[src/rtl/seven_segment_scanner.sv]
// ============================================================================
// Module   : seven_segment_scanner
// Purpose  : 8-digit multiplexed seven-segment scanner with frame-synchronous
//            double-buffered patterns and PWM-style brightness control.
// Revision : 1.0 - initial release
// ============================================================================
`default_nettype none

module seven_segment_scanner #(
    parameter int PRESCALE = 1000,
    parameter int BLANK    = 4
) (
    input  logic       clock,
    input  logic       reset,
    input  logic [7:0] display1,
    input  logic [7:0] display2,
    input  logic [7:0] display3,
    input  logic [7:0] display4,
    input  logic [7:0] display5,
    input  logic [7:0] display6,
    input  logic [7:0] display7,
    input  logic [7:0] display8,
    input  logic       load,
    input  logic [1:0] brightness,
    output logic [7:0] seg_out,
    output logic [7:0] digit_en,
    output logic       frame_done,
    output logic       pending
);

    localparam int              C_CW      = $clog2(PRESCALE);
    localparam logic [C_CW-1:0] C_LAST    = C_CW'(PRESCALE - 1);
    localparam logic [17:0]     C_QUARTER = 18'((PRESCALE - BLANK) >> 2);
    localparam logic [17:0]     C_BLANK   = 18'(BLANK);

    logic [C_CW-1:0]  cnt_q;
    logic [C_CW-1:0]  cnt_d;
    logic [2:0]       idx_q;
    logic [2:0]       idx_d;
    logic [7:0][7:0]  act_q;
    logic [7:0][7:0]  act_d;
    logic [7:0][7:0]  pend_q;
    logic [7:0][7:0]  pend_d;
    logic [1:0]       act_bri_q;
    logic [1:0]       act_bri_d;
    logic [1:0]       pend_bri_q;
    logic [1:0]       pend_bri_d;
    logic             pending_q;
    logic             pending_d;
    logic [7:0]       seg_q;
    logic [7:0]       seg_d;
    logic [7:0]       dig_q;
    logic [7:0]       dig_d;
    logic             fdone_q;

    logic [7:0][7:0]  w_disp;
    logic [17:0]      w_on_len;
    logic [17:0]      w_cnt_ext;
    logic             w_slot_on;
    logic             w_slot_wrap;
    logic             w_boundary;

    // Element [0] is display1 so the digit index selects its pattern directly.
    assign w_disp = {display8, display7, display6, display5,
                     display4, display3, display2, display1};

    assign w_on_len    = C_QUARTER * (18'(act_bri_q) + 18'd1);
    assign w_cnt_ext   = 18'(cnt_q);
    assign w_slot_on   = (w_cnt_ext >= C_BLANK) && (w_cnt_ext < C_BLANK + w_on_len);
    assign w_slot_wrap = (cnt_q == C_LAST);
    assign w_boundary  = w_slot_wrap && (idx_q == 3'd7);

    always_comb begin
        cnt_d      = w_slot_wrap ? '0 : cnt_q + 1'b1;
        idx_d      = w_slot_wrap ? idx_q + 3'd1 : idx_q;
        act_d      = act_q;
        act_bri_d  = act_bri_q;
        pend_d     = pend_q;
        pend_bri_d = pend_bri_q;
        pending_d  = pending_q;

        // The transfer uses the buffer as it stood before this edge, so a load
        // landing on the boundary waits for the following frame.
        if (w_boundary && pending_q) begin
            act_d     = pend_q;
            act_bri_d = pend_bri_q;
            pending_d = 1'b0;
        end
        if (load) begin
            pend_d     = w_disp;
            pend_bri_d = brightness;
            pending_d  = 1'b1;
        end

        seg_d = 8'h00;
        dig_d = 8'h00;
        if (w_slot_on) begin
            seg_d = act_q[idx_q];
            dig_d = 8'h01 << idx_q;
        end
    end

    always_ff @(posedge clock) begin
        if (reset) begin
            cnt_q      <= '0;
            idx_q      <= 3'd0;
            act_q      <= '0;
            pend_q     <= '0;
            act_bri_q  <= 2'd3;
            pend_bri_q <= 2'd0;
            pending_q  <= 1'b0;
            seg_q      <= 8'h00;
            dig_q      <= 8'h00;
            fdone_q    <= 1'b0;
        end else begin
            cnt_q      <= cnt_d;
            idx_q      <= idx_d;
            act_q      <= act_d;
            pend_q     <= pend_d;
            act_bri_q  <= act_bri_d;
            pend_bri_q <= pend_bri_d;
            pending_q  <= pending_d;
            seg_q      <= seg_d;
            dig_q      <= dig_d;
            fdone_q    <= w_boundary;
        end
    end

    assign seg_out    = seg_q;
    assign digit_en   = dig_q;
    assign frame_done = fdone_q;
    assign pending    = pending_q;

endmodule

`default_nettype wire

[config.mk]
export PLATFORM = sky130hd
export DESIGN_NAME = seven_segment_scanner
export DESIGN_NICKNAME = d
export VERILOG_FILES = /design/src/rtl/seven_segment_scanner.sv
export SDC_FILE = /design/constraint.sdc
export NUM_CORES = 1
export LEC_CHECK = 0
export ABC_AREA = 1
export BUFFER_PORTS_ARGS = -buffer_cell sky130_fd_sc_hd__clkbuf_2
export CORE_MARGIN = 8
export CORE_UTILIZATION = 30
export CTS_BUF_LIST = sky130_fd_sc_hd__clkbuf_8
export CTS_CLUSTER_SIZE = 30
export DETAILED_ROUTE_END_ITERATION = 8
export SLEW_MARGIN = 10
export SYNTH_ARGS = -nofsm -noshare
export SYNTH_HDL_FRONTEND = slang
export SYNTH_SLANG_ARGS = --single-unit
[constraint.sdc]
create_clock -name clock -period 2.8 [get_ports clock]
set_input_delay 0.56 -clock clock [delete_from_list [all_inputs] [get_ports clock]]
set_output_delay 0.56 -clock clock [all_outputs]
set_load 0.02 [all_outputs]
# Yosys cells after proc, flatten, opt, wreduce, memory -nomap -nowiden
# Cells that the tools add are included.
[word_totals] ff_bits=163 input_bits=69 out_inout_bits=18 elab_cells=46
[classes] addsub=4 multipliers=1 n_lt_le_gt_ge=3 n_eq_ne=2 shifts=1 mux=4 bitwise_logic=1 reduce_logical=6
[ops] operator="$bmux W8 S3" n=1
[ops] operator="$add A3 B11 Y12 const A" n=1
[ops] operator="$lt A10 B12 Y1" n=1
[ops] operator="$mul A8 B3 Y11 const A" n=1
[ops] operator="$add A10 B1 Y10 const B" n=1
[ops] operator="$eq A10 B10 Y1 const B" n=1
[ops] operator="$ge A10 B3 Y1 const B" n=1
[ops] operator="$mux W8" n=1
[ops] operator="$shl A1 B3 Y8 const A" n=1
[ops] operator="$lt A3 B4 Y1 const B" n=1
[ops] operator="$reduce_or A2 Y1" n=2
[ops] operator="$add A2 B1 Y3 const B" n=1
[ops] operator="$add A3 B1 Y3 const B" n=1
[ops] operator="$eq A3 B3 Y1 const B" n=1
[ops] operator="$logic_and A1 B1 Y1" n=3
[ops] operator="$mux W1" n=2
[ops] operator="$reduce_bool A2 Y1" n=1
[ops] operator="$not A1 Y1" n=1

# Logic depth before layout (Yosys ltp)
# Gate-level depths: netlist of the first run.
[depth] depth_word=7 ltp_mapped=17 mapped_depth_nobuf=17

# Worst setup path after synthesis of the first run
# OpenSTA, ideal clock, no wires.
[synth_path] kind="register to register" startpoint="reg act_bri_q[0]" endpoint="reg seg_q[0], in the netlist seg_out[0]" setup_time_ns=0.067 t_arrival_ns=2.706 required_time_ns=2.733 path_slack_ns=0.027 path_stages_with_launch=17 n_path_buf=0 synth_period_minus_slack_ns=2.773 cell_sequence="dfxtp_1 -> inv_1 -> ha_1 -> xnor2_1 -> ha_1 -> inv_1 -> fa_1 -> ha_1 -> a21oi_1 -> o21bai_1 -> nor2_1 -> nand2_1 -> nand2_1 -> nand2_1 -> nand2_1 -> nand2_1 -> nor2_1"
[synth_via] elab_chain_cells=7
[synth_lines] item="start: declaration" line_no="44" source="logic [1:0] act_bri_q;"
[synth_lines] item="start signal: assignment" line_no="120" source="act_bri_q <= act_bri_d;"
[synth_lines] item="$add A2 B1 Y3" line_no="67" source="assign w_on_len = C_QUARTER * (18'(act_bri_q) + 18'd1);"
[synth_lines] item="$mul A8 B3 Y11" line_no="67"
[synth_lines] item="$add A3 B11 Y12" line_no="69" source="assign w_slot_on = (w_cnt_ext >= C_BLANK) && (w_cnt_ext < C_BLANK + w_on_len);"
[synth_lines] item="$lt A10 B12 Y1" line_no="69"
[synth_lines] item="$logic_and A1 B1 Y1" line_no="69"
[synth_lines] item="$not A1 Y1 (no source line)"
[synth_lines] item="$reduce_or A2 Y1 (no source line)"
[synth_lines] item="end signal: assignment" line_no="123" source="seg_q <= seg_d;"
[synth_lines] item="end: declaration" line_no="50" source="logic [7:0] seg_q;"
# No other way between the ends.
# A chain may end at the register's enable or synchronous reset.

# Final worst setup path of the first run
# Ends and elaborated chain as after synthesis.

==> impl_metrics.json, run 1 <==
{
  "wirelength_um": 17330,
  "clock_sinks": 163,
  "cts_buffer_depth": 2,
  "layout_commonest_cell": "dfxtp_1",
  "fin_skew_ps": 17.64,
  "die_h_um": 167.5,
  "cts_root_buffer": "clkbuf_8",
  "finalWorstSetupSlack_ps": 100.2,
  "chipWidth_um": 167.5,
  "netlist_area_um2": 6883,
  "yosys_warnings": 0,
  "grt_max_degree": 95,
  "drtIter0Drc": 350,
  "initial_utilization_pct": 30.49,
  "io_buffers": 86,
  "fin_tns_setup_ps": 0,
  "io_pins": 87,
  "antenna_found_initial": 0,
  "ys_top_cells_by_area": "dfxtp_1, o21ai_0, nor2_1",
  "grt.busiest_layer": "met2",
  "globalplace.congestion": 0.8018,
  "clk_latency_ps": 450,
  "via_per_inst": 4.540,
  "final.min_clock_period_ps": 2700,
  "synth_fp_nets": 993,
  "final_nets": 1069,
  "yosysUniqueCellTypes": 36,
  "ys.flop_type": "dfxtp_1",
  "status": "complete, no violations",
  "met1_usage_pct": 17.29,
  "syn_area_per_cell_um2": 7.682,
  "hold_class": "primary input to flip-flop",
  "rows": 55,
  "dieArea_um2": 28050,
  "first_global_vias": 5711,
  "synth_cells": 896,
  "synth_edf_count": 0,
  "met2_usage_pct": 19.21,
  "setup_viol_count_final": 0,
  "fmax_ghz": 0.3704,
  "finalHoldViolations": 0,
  "final_area_um2": 8113,
  "core_area_um2": 22570,
  "critPathMaxFanout": 8,
  "syn_to_final_growth_pct": 17.87,
  "maxCapViolations": 0,
  "drv_slew": 0,
  "dp_hpwl_um": 11920,
  "mostFrequentLayoutCells": "dfxtp_1, nor2_1, o21ai_0",
  "overflow": 0,
  "fin_crit_sh_pct": 96.42,
  "irDropWorstVdd_mv": 0.4476,
  "place_ws_ps": 5.447,
  "numCtsBuffers": 17,
  "crit_type": "flip-flop to flip-flop",
  "cts_tree": "yes",
  "cts.clk_slew.worst_paths_ps": 90,
  "power_density_nw_per_um2": 537.9,
  "slew_headroom_pct": 42.53,
  "drc": 0,
  "grt_pass1_wl_um": 28630,
  "total_power_uw": 4364,
  "crit_path_end_kind": "flip-flop",
  "seq_area_frac_synth_pct": 47.41,
  "async_reset_ff_share_pct": 0,
  "max_slew.worst_pin.slew_ps": 862.0,
  "power_leakage_uw": 0.003302,
  "final_layout_size_suffix_gt1_share_pct": 21.62,
  "postPlaceCellArea_um2": 7569,
  "cp_data_required_time_ps": 3180,
  "synth_top_cell_area_share_pct": 47.41,
  "start_kind": "flip-flop",
  "diodes": 0,
  "cp_data_arrival_time_ps": 3080,
  "wl_per_cell_um": 13.65,
  "dr.pass1.iters": 5,
  "antenna_left": 0,
  "hold-path-cell-count": 3,
  "reg2regPathDepth": 17,
  "grt_usage_pct": 12.51,
  "grtUsageMet3_pct": 2.727,
  "yosysTopAreaCell": "dfxtp_1",
  "cts-htree-levels": 4,
  "ys_ff_latch": 163,
  "vias": 5766,
  "rsz0062_at_grt": "yes"
}
-- sequential cells by signal, summed over array words and instances (netlist names) --
signal      flops
act_q          64
pend_q         64
cnt_q          10
digit_en        8
seg_out         8
idx_q           3
act_bri_q       2
pend_bri_q      2
frame_done      1
pending         1
-- kinds of logic after synthesis --
| logic type | Yosys count | synth area share [%] |
|---|---|---|
| xor gates and xnor gates | 3 | 0.3818 |
| other | 2 | 0.1091 |
| AOI/OAI and AO/OA | 248 | 19.14 |
| adders and majority gates | 28 | 5.199 |
| and+or+nand+nor | 324 | 19.67 |
| DFF | 163 | 47.41 |
| buffers and inverters | 128 | 8.089 |
-- where the power goes --
| group | leakage, µW | switching [µW] | internal [µW] | total (µW) |
|---|---|---|---|---|
| Combinational | 0.00178 | 149 | 94.3 | 243 |
| Sequential | 0.00133 | 40.5 | 2390 | 2430 |
| Clock | 0.000193 | 902 | 791 | 1690 |
| Total | 0.00330 | 1090 | 3270 | 4360 |
-- per-stage QoR --
step / utilization (%) / hold slack, ps / cells
floorplan: - / 424.5 / 896
global placement: 33.53 / 434.3 / 1235
detailed placement: 33.53 / 441.5 / 1235
CTS: 35.39 / 296.9 / 1268
global route: 35.94 / 301.3 / 1270
finish: 35.94 / 327.7 / 1270
-- worst max-delay path, stage by stage, from the launching register on --
cell and delay [ps]:
dfxtp_2 350, inv_2 50, ha_4 270, xnor2_2 100
ha_2 200, inv_2 40, fa_1 570, ha_4 210
a21oi_2 110, o21bai_1 70, nor2_1 110, nand2_1 60
nand2_1 50, nand2_1 50, nand2_2 90, nand2_2 60
buf_8 160, nor2_1 80
-- layer usage --
layer	wire length, µm	vias up
met5	0	-
met4	144	0
met3	641	8
met2	7530	110
met1	9017	2603
li1	-	3045
-- area by class of cell --
type / count / area (µm²)
Clock buffer: 20 / 275.3
Tap cell: 285 / 356.6
Fill cell: 2420 / 14460
Sequential cell: 163 / 3267
Clock inverter: 12 / 121.4
Inverter: 75 / 284.0
Multi-Input combinational cell: 605 / 3174
Timing Repair Buffer: 110 / 634.4
-- what timing repair did --
action | 4_1_cts | 5_1_grt
hold buffers | 0 | 0
pin swaps | 3 | 7
endpoints found under the setup margin | 8 | 16
buffers inserted | 1 | 2
gates resized for setup | 2 | 29
-- cells in the mapped netlist, types with 18 or more instances --
| cell | count |
|---|---|
| nand2_1 | 98 |
| ha_1 | 27 |
| inv_1 | 70 |
| nand3_1 | 29 |
| o21ai_0 | 134 |
| a21oi_1 | 92 |
| clkbuf_1 | 36 |
| nor2_1 | 165 |
| dfxtp_1 | 163 |
| a21oi_2 | 18 |
| nand2_2 | 20 |
-- final timing paths --
kind	slack (ps)	end	start
hold reg to reg	450	act_q[54]$_SDFFE_PP0P_	act_q[54]$_SDFFE_PP0P_
hold / removal	330	pend_q[28]$_SDFFE_PP0P_	display4[4]
setup reg to reg	100	seg_out[0]$_SDFF_PP0_	act_bri_q[0]$_SDFFE_PP1P_
setup / recovery	100	seg_out[0]$_SDFF_PP0_	act_bri_q[0]$_SDFFE_PP1P_
Note: power is estimated with default switching activity, not from simulation.
==> inputs of run 2 (changes only) <==
CTS_BUF_LIST = sky130_fd_sc_hd__clkbuf_16   (was sky130_fd_sc_hd__clkbuf_8)
==> impl_metrics.json, run 2 (synthesized netlist as in run 1, its figures left out) <==
{
  "met1_usage_pct": 17.54,
  "rows": 55,
  "syn_to_final_growth_pct": 19.85,
  "via_per_inst": 4.561,
  "fillers": 2384,
  "setup_viol_count_final": 0,
  "switching_power_uw": 1163,
  "placed_cells": 1235,
  "power_frac_comb_pct": 5.0,
  "final_layout_size_suffix_gt1_share_pct": 20.81,
  "numCtsBuffers": 17,
  "final_area_um2": 8249,
  "crit_type": "flip-flop to flip-flop",
  "final_nets": 1069,
  "globalplace.congestion": 0.8018,
  "dr.pass1.iters": 5,
  "antenna_left": 0,
  "core_area_um2": 22570,
  "start_kind": "flip-flop",
  "maxCapViolations": 0,
  "place_ws_ps": 5.447,
  "fin_crit_sh_pct": 96.47,
  "cts_root_buffer": "clkbuf_16",
  "rsz0062_at_grt": "yes",
  "chipWidth_um": 167.5,
  "cp_data_arrival_time_ps": 3060,
  "slew_headroom_pct": 42.12,
  "clock_sinks": 163,
  "postPlaceCellArea_um2": 7569,
  "overflow": 0,
  "cp_data_required_time_ps": 3160,
  "hp-start": "display4[4]",
  "wirelength_um": 17290,
  "cts-htree-levels": 4,
  "r2r_slack_ps": 100,
  "first_global_vias": 5739,
  "grt_usage_pct": 12.69,
  "clk_latency_ps": 430,
  "io_pins": 87,
  "finalWorstSetupSlack_ps": 98.95,
  "clkPwrFrac_pct": 45.2,
  "irDropWorstVdd_mv": 0.3765,
  "post-route-util_pct": 36.55,
  "dieArea_um2": 28050,
  "fin_skew_ps": 9.292,
  "max_slew.worst_pin.slew_ps": 868.2,
  "grt.busiest_layer": "met2",
  "p_int_uw": 3713,
  "grtUsageMet3_pct": 2.775,
  "reg2reg_to": "seg_out[4]$_SDFF_PP0_",
  "grt_max_degree": 95,
  "finalHoldViolations": 0,
  "diodes": 0,
  "power_density_nw_per_um2": 591.1,
  "reg2regPathDepth": 17,
  "vias": 5793,
  "met2_usage_pct": 19.03,
  "drv_slew": 0,
  "hold-path-cell-count": 3,
  "power_leakage_uw": 0.003373,
  "top_regs": "act_q: 64 flops, pend_q: 64 flops, cnt_q: 10 flops",
  "io_buffers": 86,
  "fmax_ghz": 0.3702,
  "hold_class": "primary input to flip-flop",
  "die_h_um": 167.5,
  "initial_utilization_pct": 30.49,
  "fin_cells": 1270,
  "crit_path_end_kind": "flip-flop",
  "cts.clk_slew.worst_paths_ps": 60,
  "grt_pass1_wl_um": 28860,
  "antenna_found_initial": 0,
  "final.min_clock_period_ps": 2701,
  "dp_hpwl_um": 11920,
  "fin_tns_setup_ps": 0,
  "critPathMaxFanout": 8,
  "wl_per_cell_um": 13.61,
  "drc": 0,
  "status": "complete, no violations",
  "hold_path_end": "pend_q[28]$_SDFFE_PP0P_",
  "switching_share_pct": 23.86,
  "cts_buffer_depth": 2,
  "mostFrequentLayoutCells": "nor2_1, dfxtp_1, o21ai_0",
  "reg2reg_from": "act_bri_q[0]$_SDFFE_PP1P_",
  "drtIter0Drc": 381,
  "cts_tree": "yes",
  "seq_power_share_pct": 49.8
}
==> run 2: power by group through the flow <==
stage,Combinational [µW],Clock (µW),Sequential [µW]
final,243,2200,2430
after global routing,284,2360,2440
after CTS,246,2250,2430
after detailed placement,243,0,2480
after global placement,241,0,2480
after floorplan,144,0,2470
==> run 2: timing repair <==
item / CTS / global route
gates cloned: 0 / 0
hold buffers: 0 / 0
setup endpoints to repair: 3 / 16
gates resized for setup: 2 / 23
buffers inserted: 1 / 3
pin swaps: 2 / 8
==> run 2: through the flow <==
| stage | hold WS [ps] | total power [µW] |
|---|---|---|
| 2_1_floorplan | 424.5 | 2614 |
| 3_3_place_gp | 434.3 | 2722 |
| 5_1_grt | 343.0 | 5083 |
| 3_5_place_dp | 441.5 | 2724 |
| 4_1_cts | 336.8 | 4926 |
| 6_report | 349.9 | 4876 |
==> run 2: final cells by class <==
type	instances	area, µm²	share of cell area (%)
flip-flops and latches	163	3267	39.60
multi-input cells	605	3149	38.18
repair buffers	110	634.4	7.690
clock buffers	17	425.4	5.157
well taps	285	356.6	4.323
inverters	75	284.0	3.443
clock inverters	15	132.6	1.608
==> run 2: worst max path at each step <==
stage                                    from                      to  slack, ps  cells after the start
floorplan           act_bri_q[0]$_SDFFE_PP1P_   seg_out[0]$_SDFF_PP0_         30                     16
global placement    act_bri_q[0]$_SDFFE_PP1P_   seg_out[5]$_SDFF_PP0_        100                     17
detailed placement  act_bri_q[0]$_SDFFE_PP1P_   seg_out[7]$_SDFF_PP0_          5                     17
CTS                 act_bri_q[0]$_SDFFE_PP1P_   seg_out[7]$_SDFF_PP0_          5                     17
global route        act_bri_q[0]$_SDFFE_PP1P_  digit_en[2]$_SDFF_PP0_        -80                     16
finish              act_bri_q[0]$_SDFFE_PP1P_   seg_out[4]$_SDFF_PP0_        100                     17
==> run 2: layer usage <==
metal	wire [µm]	up-vias
met5	0	-
met4	238	0
met3	645	16
met2	7383	124
met1	9021	2603
li1	-	3050
==> run 2: worst max-delay path, stage by stage (launching register included) <==
cell	delay, ps
dfxtp_2	340
inv_2	50
ha_4	270
xnor2_2	100
ha_2	210
inv_2	40
fa_1	570
ha_4	210
a21oi_2	110
o21bai_1	70
nor2_1	110
nand2_1	60
nand2_1	50
nand2_1	50
nand2_2	80
nand2_2	60
buf_8	150
nor2_4	90
==> inputs of run 3 (changes only) <==
ABC_AREA = not set   (was 1)
CORE_UTILIZATION = 50   (was 30)
PLACE_DENSITY = 0.73   (was not set)
SLEW_MARGIN = 0   (was 10)
==> impl_metrics.json, run 3 <==
{
  "status": "finished, violations left",
  "failed_checks": "setup timing",
  "total_power_uw": 4702,
  "drtIter0Drc": 270,
  "seqCellArea_um2": 3271,
  "fillers": 1112,
  "final_layout_size_suffix_gt1_share_pct": 27.26,
  "yosysTopAreaCell": "dfxtp_1",
  "cp_common_cell": "ha_4",
  "fmax_ghz": 0.3330,
  "fin_cells": 983,
  "cts_buffer_depth": 2,
  "synth_commonest_cells": "dfxtp_1, nand2_1, nor2_1",
  "clk_latency_ps": 430,
  "synth_top_family_by_area": "multiplexers",
  "dieArea_um2": 17630,
  "irDropWorstVdd_mv": 0.4475,
  "wl_per_cell_um": 15.60,
  "max_slew.worst_pin.slew_ps": 693.8,
  "syn_to_final_growth_pct": 20.21,
  "mostFrequentLayoutCells": "dfxtp_1, nand2_1, nor2_1",
  "hold_class": "primary input to flip-flop",
  "maxCapViolations": 0,
  "dp_hpwl_um": 10700,
  "first_global_vias": 5259,
  "cts_tree": "yes",
  "cp_data_arrival_time_ps": 3340,
  "via_per_inst": 5.224,
  "power_density_nw_per_um2": 573.9,
  "synth_cells": 714,
  "cts.clk_slew.worst_paths_ps": 60,
  "initial_utilization_pct": 51.27,
  "grt_pass1_wl_um": 25500,
  "final.min_clock_period_ps": 3003,
  "postPlaceCellArea_um2": 7480,
  "multi_input_area_um2": 3515,
  "cpPeakStageDelay_ps": 410,
  "synth_fp_nets": 811,
  "io_buffers": 86,
  "power_leakage_uw": 0.003225,
  "die_h_um": 132.8,
  "grt_usage_pct": 17.64,
  "layout_commonest_cell": "dfxtp_1",
  "cts_root_buffer": "clkbuf_16",
  "rsz0062_at_grt": "yes",
  "cts-htree-levels": 4,
  "chipWidth_um": 132.8,
  "yosysUniqueCellTypes": 42,
  "io_pins": 87,
  "synth.area.mux_share_pct": 16.61,
  "synth_top_cell_area_share_pct": 47.87,
  "clock_sinks": 163,
  "post-route-util_pct": 61.63,
  "top_regs": "act_q: 64 flops, pend_q: 64 flops, cnt_q: 10 flops",
  "final_nets": 892,
  "vias": 5135,
  "async_reset_ff_share_pct": 0,
  "fin_crit_sh_pct": 107.3,
  "finalHoldViolations": 0,
  "synth_simple_gate_area_share_pct": 15.64,
  "synth-compound-area-share_pct": 8.700,
  "slew_headroom_pct": 53.75,
  "ys_top_cells_by_area": "dfxtp_1, mux2i_1, nand2_1",
  "crit_path_end_kind": "flip-flop",
  "yosys_warnings": 0,
  "slowest_stage": "dfxtp_4",
  "start_kind": "flip-flop",
  "rows": 42,
  "grt_max_degree": 66,
  "synth_xor_xnor_area_share_pct": 1.670,
  "hold_slack_ps": 364.3,
  "synth_most_common_cell": "dfxtp_1",
  "finalWorstSetupSlack_ps": -203.2,
  "ys_ff_latch": 163,
  "globalplace.congestion": 0.8613,
  "fin_skew_ps": 13.32,
  "netlist_area_um2": 6817,
  "ys.flop_type": "dfxtp_1",
  "wirelength_um": 15340,
  "diodes": 0,
  "critPathMaxFanout": 8,
  "cp_data_required_time_ps": 3140,
  "drc": 0,
  "drv_slew": 0,
  "antenna_left": 0,
  "setup_viol_count_final": 16,
  "synthAdderAreaFrac_pct": 5.250,
  "final_area_um2": 8194,
  "dr.pass1.iters": 5,
  "synth_edf_count": 0,
  "hold_buffers": 0,
  "syn_area_per_cell_um2": 9.547,
  "antenna_found_initial": 0,
  "core_area_um2": 13300,
  "crit_type": "flip-flop to flip-flop",
  "crit_chain": "inv_4 > ha_4 > xnor2_4 > ha_4 > a21oi_2 > o21a_1 > a2bb2oi_2 > o221ai_2 > xnor2_1 > ha_1 > nand4_1 > a211oi_2 > o21ai_2 > o2111ai_4 > a21oi_1",
  "numCtsBuffers": 17,
  "overflow": 0,
  "placed_cells": 947,
  "seq_area_frac_synth_pct": 47.87
}
[run 3: cell type report]
class / instances / share of cell area (%)
clock inverter: 13 / 0.8398
sequential: 163 / 39.91
inverter: 13 / 0.6871
timing repair buffer: 108 / 7.482
tap: 176 / 2.687
multi-input combinational: 492 / 42.89
clock buffer: 18 / 5.497
[run 3: path summary, 6_finish.rpt]
kind                                                 from                       to  slack (ps)  cells after the start
worst max-delay path            act_bri_q[1]$_SDFFE_PP1P_   digit_en[1]$_SDFF_PP0_        -200                     15
worst min-delay path                          display8[0]  pend_q[56]$_SDFFE_PP0P_         360                      3
worst max register to register  act_bri_q[1]$_SDFFE_PP1P_   digit_en[1]$_SDFF_PP0_        -200                     15
worst min register to register     act_q[25]$_SDFFE_PP0P_   act_q[25]$_SDFFE_PP0P_         450                      2
[run 3: repair_timing]
item,CTS,global route
gates resized for setup,7,21
endpoints found under the setup margin,16,16
gates cloned,1,0
setup buffers,3,1
pin swaps,9,12
[run 3: metal layers]
metal	vias to the layer above	GRT usage, %	routed length, µm
li1	2561	-	-
met1	2453	21.28	7004
met2	108	29.51	7515
met3	13	4.315	564
met4	0	7.192	255
met5	-	0	0
[run 3: cell families (layout without fill, tap and decap cells)]
group           count (synthesis)  count (layout)
simple gates                  256             256
flops                         163             163
compound gates                 99             100
mux                            93              93
buf+inv                        60             152
fa+ha+maj                      28              28
xor+xnor                       13              13
other cells                     2               2
[run 3: report_power, final]
| group | switching [µW] | internal [µW] | total, µW |
|---|---|---|---|
| clock | 877 | 1160 | 2030 |
| sequential | 42.0 | 2380 | 2420 |
| combinational | 132 | 115 | 247 |
| total | 1050 | 3650 | 4700 |
[run 3: critical path: cells and delay by family (launching register included)]
| kind | cells | cell delay [ps] |
|---|---|---|
| compound gates | 8 | 1310 |
| xor+xnor | 2 | 330 |
| fa+ha+maj | 3 | 710 |
| flops | 1 | 410 |
| simple gates | 1 | 110 |
| buf+inv | 1 | 50 |
[run 3: per-stage QoR]
step           setup TNS [ps]  setup slack (ps)
2_1_floorplan          -163.0            -16.30
3_3_place_gp            -2793            -177.6
3_5_place_dp            -4453            -315.2
4_1_cts                 -2219            -170.3
5_1_grt                 -4966            -385.6
6_report                -2118            -203.2
